===== src/rtl/bitonic_stages_1to3_if.sv =====
// Data bundle for the first three bitonic sort stages.
// There is no valid/ready pair. A new vector is taken on every clock and every
// stage output is a plain registered value that refreshes each cycle.
// master: the driver of in_data, which also observes the stage outputs.
// slave:  the sorting pipeline.
interface bitonic_stages_1to3_if #(
  parameter int INDEX = 32,
  parameter int WIDTH = 5
);
  logic [INDEX*WIDTH-1:0] in_data;
  logic [INDEX*WIDTH-1:0] s1_data;
  logic [INDEX*WIDTH-1:0] s2_data;
  logic [INDEX*WIDTH-1:0] s3_data;

  modport master (output in_data, input s1_data, s2_data, s3_data);
  modport slave  (input in_data, output s1_data, s2_data, s3_data);
endinterface


===== src/rtl/bitonic_stages_1to3.sv =====
// First three stages of a pipelined bitonic sorting network.
// Stage k (k = 1..3) leaves every aligned block of 2^k elements sorted.
// Even blocks are sorted ascending and odd blocks descending, so the blocks of
// each stage form bitonic sequences for the next stage.
// Optional macro SORT_DESC_EN inverts every block direction. In that build,
// block 0 of s3_data is sorted high-to-low.
// Element i is at [i*WIDTH +: WIDTH]. rst is synchronous and active-high.
module bitonic_stages_1to3 #(
  parameter int INDEX = 32,
  parameter int WIDTH = 5
) (
  input logic                  clk,
  input logic                  rst,
  bitonic_stages_1to3_if.slave bus
);

  localparam int N = INDEX * WIDTH;

  logic [N-1:0] s1_d, s1_q;
  logic [N-1:0] s2_d, s2_q;
  logic [N-1:0] s3_d, s3_q;

  // Bitonic merge for block size 2^k. Each pass j does a compare-exchange on
  // pairs (i, i+2^j) where bit j of i is clear. The direction of a pair is
  // taken from the parity of its block of 2^k elements.
  function automatic logic [N-1:0] merge_stage(input logic [N-1:0] v, input int k);
    logic [N-1:0]     r;
    logic [WIDTH-1:0] a;
    logic [WIDTH-1:0] b;
    logic             asc;
    int               p;
    r = v;
    for (int j = k - 1; j >= 0; j--) begin
      for (int i = 0; i < INDEX; i++) begin
        if (((i >> j) & 1) == 0) begin
          p   = i + (1 << j);
          a   = r[i*WIDTH +: WIDTH];
          b   = r[p*WIDTH +: WIDTH];
          asc = (((i >> k) & 1) == 0);
`ifdef SORT_DESC_EN
          asc = ~asc;
`endif
          if (asc ? (a > b) : (a < b)) begin
            r[i*WIDTH +: WIDTH] = b;
            r[p*WIDTH +: WIDTH] = a;
          end
        end
      end
    end
    return r;
  endfunction

  // Combinational merges. Each stage is fed by the register of the previous stage.
  always_comb begin
    s1_d = merge_stage(bus.in_data, 1);
    s2_d = merge_stage(s1_q, 2);
    s3_d = merge_stage(s2_q, 3);
  end

  // Pipeline registers. Reset clears every vector in flight.
  always_ff @(posedge clk) begin
    if (rst) begin
      s1_q <= '0;
      s2_q <= '0;
      s3_q <= '0;
    end else begin
      s1_q <= s1_d;
      s2_q <= s2_d;
      s3_q <= s3_d;
    end
  end

  assign bus.s1_data = s1_q;
  assign bus.s2_data = s2_q;
  assign bus.s3_data = s3_q;

endmodule


===== src/flat_wrapper.sv =====
// flat-port wrapper written by rule: the top's interface ports become plain ports
module bitonic_stages_1to3_flat 
#(
  parameter int INDEX = 32,
  parameter int WIDTH = 5
)
  (clk, rst, bus_in_data, bus_s1_data, bus_s2_data, bus_s3_data);
  bitonic_stages_1to3_if #(.INDEX(INDEX), .WIDTH(WIDTH)) bus_i ();
  input logic clk;
  input logic rst;
  input wire logic [$bits(bus_i.in_data)-1:0] bus_in_data;
  output wire logic [$bits(bus_i.s1_data)-1:0] bus_s1_data;
  output wire logic [$bits(bus_i.s2_data)-1:0] bus_s2_data;
  output wire logic [$bits(bus_i.s3_data)-1:0] bus_s3_data;
  assign bus_i.in_data = bus_in_data;
  assign bus_s1_data = bus_i.s1_data;
  assign bus_s2_data = bus_i.s2_data;
  assign bus_s3_data = bus_i.s3_data;
  bitonic_stages_1to3 #(.INDEX(INDEX), .WIDTH(WIDTH)) u_core (.clk(clk), .rst(rst), .bus(bus_i));
endmodule

===== config.mk =====
export PLATFORM = sky130hd
export DESIGN_NAME = bitonic_stages_1to3_flat
export DESIGN_NICKNAME = d
export VERILOG_FILES = /design/src/rtl/bitonic_stages_1to3_if.sv /design/src/rtl/bitonic_stages_1to3.sv /design/src/flat_wrapper.sv
export SDC_FILE = /design/constraint.sdc
export NUM_CORES = 2
export LEC_CHECK = 0
export BUFFER_PORTS_ARGS = -buffer_cell sky130_fd_sc_hd__buf_2
export CELL_PAD_IN_SITES_DETAIL_PLACEMENT = 1
export CELL_PAD_IN_SITES_GLOBAL_PLACEMENT = 1
export CORE_ASPECT_RATIO = 1.4
export CORE_MARGIN = 2
export CORE_UTILIZATION = 43
export DETAILED_ROUTE_END_ITERATION = 6
export HOLD_SLACK_MARGIN = 0.06
export PLACE_DENSITY = 0.89
export SETUP_SLACK_MARGIN = 0.15
export SLEW_MARGIN = 10
export SYNTH_ARGS = -nofsm -noshare
export SYNTH_HDL_FRONTEND = slang
export SYNTH_SLANG_ARGS = --single-unit
export TNS_END_PERCENT = 5

===== constraint.sdc =====
create_clock -name clk -period 6.46 [get_ports clk]
set_clock_uncertainty 0.2 [all_clocks]
set_input_delay 1.292 -clock clk [delete_from_list [all_inputs] [get_ports clk]]
set_output_delay 1.292 -clock clk [all_outputs]
set_load 0.01 [all_outputs]

* Word level (Yosys, flattened, before mapping) *
Cells that the tools add are included.
Widths: inputs -> output; s select.

storage, ports and cells
  register bits = 480
  latch bits = 0
  bits in writable memories = 0
  bits in read-only memories = 0
  output and inout bits = 480
  word-level logic and storage cells = 243
  memories = 0

cells by class
  add/sub/neg operators = 0
  multipliers = 0
  divide/modulo/power cells = 0
  magnitude comparators = 96
  eq/ne operators = 0
  shift operators = 0
  multiplexer cells = 144
  bitwise operators = 0
  reduce and logical (&&, ||, !) cells = 0

operators by type and width
  cell        number
  $mux 10     48
  $mux 5      96
  $gt 5x5->1  48
  $lt 5x5->1  48

* Logic depth before layout (Yosys ltp) *
  word-level depth = 6
  gate-level depth with buffers = 26

* Worst setup path before layout *
OpenSTA, ideal clock, no wires.

  path kind = reg-to-reg
  from = register u_core.s2_q[21] (netlist: u_core.bus.s2_data[21])
  to = register u_core.s3_q[0] (netlist: u_core.bus.s3_data[0])
  library setup time = 0.133 ns
  arrival = 4.863 ns
  slack = 1.264 ns
  cell stages (with the launch flop) = 27
  buffers on the path = 2
  cell sequence = dfxtp_1 > inv_1 > ha_1 > nor2b_1 > o21a_1 > o21a_1 > o31a_1 > buf_2 > mux2i_1 > inv_1 > ha_1 > nor2b_1 > o21a_1 > o21a_1 > o21ai_0 > a21oi_1 > mux2_2 > inv_1 > ha_1 > nor2b_1 > o21ai_0 > nand2b_1 > a221o_1 > nand2_1 > or2_2 > buf_1 > o22ai_1

on the way
  longest elaborated chain between the ends = 6

RTL lines
  element                 RTL line                   text
  from (decl)             bitonic_stages_1to3.sv:20  logic [N-1:0] s2_d, s2_q;
  from (signal assigned)  bitonic_stages_1to3.sv:64  s2_q <= '0;
  from (signal assigned)  bitonic_stages_1to3.sv:68  s2_q <= s2_d;
  $gt 5x5->1              bitonic_stages_1to3.sv:43  if (asc ? (a > b) : (a < b)) begin
  $mux 5 *                bitonic_stages_1to3.sv:43
  $gt 5x5->1              bitonic_stages_1to3.sv:43
  $mux 5 *                bitonic_stages_1to3.sv:43
  $gt 5x5->1              bitonic_stages_1to3.sv:43
  $mux 10 *               bitonic_stages_1to3.sv:43
  to (signal assigned)    bitonic_stages_1to3.sv:65  s3_q <= '0;
  to (signal assigned)    bitonic_stages_1to3.sv:69  s3_q <= s3_d;
  to (decl)               bitonic_stages_1to3.sv:21  logic [N-1:0] s3_d, s3_q;

Mark *: on every way between the ends. The rest lies on a longest branch, timed or not.
A chain may end at the register's enable or synchronous reset.

* Worst setup path after layout *
  from = register u_core.s2_q[39] (netlist: u_core.bus.s2_data[39])
  to = register u_core.s3_q[25] (netlist: u_core.bus.s3_data[25])

Same word-level chain as after synthesis.

==> impl_metrics.yaml <==
grt:
  grt_pass1_wl_mm: 194.4
  antenna_found_initial: 10
  grt_overflow: 0
  track_usage: 0.3011
  grt_pass1_vias: 34040
  grt_start_max_net_pins: 171
floorplanning:
  start_util: 0.4345
  fp-row-count: 122
  fp.dieW_um: 242.9
  fp.dieH_um: 338.5
  die-area_um2: 82210
  pin_count: 642
  core_um2: 79070
finish:
  area_growth_pct: 17.11
  drive_gt1_frac: 0.2283
  layout_common_cells: "buf_2, mux2i_1, dfxtp_1"
  layout.nets: 5030
  fillers: 9547
  final_common_cell: "buf_2"
  finish.utilization: 0.5089
critical_path:
  startpoint: "u_core.bus.s2_data[39]$_SDFF_PP0_"
  path_max_fanout: 8
  crit_arrival_ns: 6.41
  critical_path_class: "reg -> reg"
  required_ns: 6.78
  worstSetupStartpointType: "register"
  timing.rr.start: "u_core.bus.s2_data[39]$_SDFF_PP0_"
  endpoint_kind: "register"
cts:
  postCtsSetupRepairBufs: 0
  clock_path_buffers: 3
  clock-root-buffer: "clkbuf_16"
  cts_num_sinks: 480
  cts_tree: "done"
  worstSkewPairLatency_ns: 0.63
  path_clk_slew_ns: 0.06
  cts_buffers: 51
  cts_max_level: 2
timing:
  fmax_mhz: 164.2
  hold_viol_final: 0
  post-route-min-period_ns: 6.092
  slew_headroom: 0.1577
  rsz0062_at_grt: "false"
  slew_viol_final: 0
  min_period_over_period: 0.9430
  finalSetupTns_ns: 0
  setup_viol: 0
  worst_pin_slew_ns: 1.263
routing:
  drt-met1-wl_mm: 45.37
  via_per_inst: 5.765
  wl_met2_mm: 65.64
  drtPass1Iterations: 5
  highest_layer: "met5"
  ant_nets: 0
  drc_errors: 0
  finalWirelength_mm: 128.6
  initialDrtViolationCount: 1232
  routedWlPerCell_um: 23.24
  vias: 31900
  wl_met3_mm: 7.804
yosys:
  async_reset_ff_frac: 0
  synth_area_um2: 34360
  synth_edf_count: 0
  ys_seq_elements: 480
  synth_cell_types: 70
  syn_inst: 3856
  syn_nets: 4450
  syn-mean-instance-area_um2: 8.911
  yosysSeqAreaShare: 0.2797
  ys_warn_count: 0
  ys.flop_type: "dfxtp_1"
placement:
  hpwlAfterDp_mm: 103.8
  routabilityCongestion: 0.9780
  port-buffer-count: 641
flow_run:
  cap_violations: 0
status:
  status: "finished, final reports clean"
min_path:
  min-delay-start: "u_core.bus.s1_data[50]$_SDFF_PP0_"
  hp-class: "reg -> reg"
per-layer routing:
layer / track usage / vias to the layer above
met3: 0.06848 / 415
li1: - / 14920
met5: 0 / -
met2: 0.5616 / 1003
met4: 0.1991 / 12
met1: 0.2947 / 15550
flip-flops by register name, summed over array words and instances (netlist names):
register / cells
u_core.bus.s1_data: 160
u_core.bus.s3_data: 160
u_core.bus.s2_data: 160
worst paths after layout:
| kind | to | slack (ns) | depth (start not counted) |
|---|---|---|---|
| setup / recovery | u_core.bus.s3_data[25]$_SDFF_PP0_ | 0.37 | 23 |
| hold / removal | u_core.bus.s2_data[45]$_SDFF_PP0_ | 0.53 | 2 |
| setup reg to reg | u_core.bus.s3_data[25]$_SDFF_PP0_ | 0.37 | 23 |
| hold reg to reg | u_core.bus.s2_data[45]$_SDFF_PP0_ | 0.53 | 2 |
stage by stage:
step,std cells,instance area (um2),worst slack (ns),hold WS (ns)
floorplan,3856,34360,1.264,0.4681
global placement,5437,38410,0.7222,0.4954
detailed placement,5437,38410,0.4373,0.5140
CTS,5530,40180,0.2100,0.5307
global route,5533,40240,0.07966,0.6000
finish,5533,40240,0.3681,0.5280
critical path: stages (launching register included):
cell	delay, ns
dfxtp_1	0.49
inv_1	0.09
ha_1	0.33
nand3_1	0.16
a21oi_1	0.24
a211oi_2	0.12
nor2_2	0.50
mux2i_1	0.44
inv_1	0.11
ha_1	0.21
nor2b_1	0.16
o21a_1	0.14
o21a_1	0.11
o21ai_0	0.12
a22oi_2	0.48
mux2_2	0.44
ha_1	0.30
nor2b_1	0.14
o21ai_0	0.20
nand2b_1	0.10
a221o_1	0.33
nand2_1	0.11
nand2b_1	0.20
o22ai_1	0.26
timing repair:
action,4_1_cts,5_1_grt
setup endpoints to repair,16,57
hold buffers,0,0
gates resized for setup,2,14
Yosys cell counts (all sizes together) (53+ instances only):
library cell / count / area [um2]
dfxtp: 480 / 9609
a21o: 99 / 743.2
ha: 432 / 5405
a22o: 53 / 465.5
a21oi: 217 / 1101
buf: 61 / 345.3
a211oi: 74 / 595.6
nor2: 369 / 1408
nand2b: 55 / 344.1
nor3: 79 / 395.4
inv: 445 / 1670
o21a: 72 / 540.5
mux2: 154 / 1734
o21ai: 80 / 456.7
nand2: 144 / 543.0
mux2i: 533 / 5335
clkbuf: 68 / 265.3
logic make-up (layout without fill, tap and decap cells):
group | after synthesis | in the layout | synth area share
simple gates | 870 | 870 | 0.1193
other cells | 0 | 3 | 0
compound gates | 813 | 813 | 0.1716
mux | 687 | 687 | 0.2057
flops | 480 | 480 | 0.2797
fa+ha+maj | 432 | 432 | 0.1573
buf+inv | 574 | 1194 | 0.06638
cell type report:
class,count,area (um2),area share
Clock buffer,65,1441,0.03582
Sequential cell,480,9609,0.2388
Timing Repair Buffer,656,3343,0.08309
Multi-Input combinational cell,2802,22520,0.5598
Clock inverter,28,324.1,0.008054
Antenna cell,3,7.507,0.0001866
Inverter,445,1670,0.04151
Tap cell,1054,1319,0.03277
Power is not shown: default switching activity piles up to over one toggle a cycle in this logic, so the estimate is an artifact.
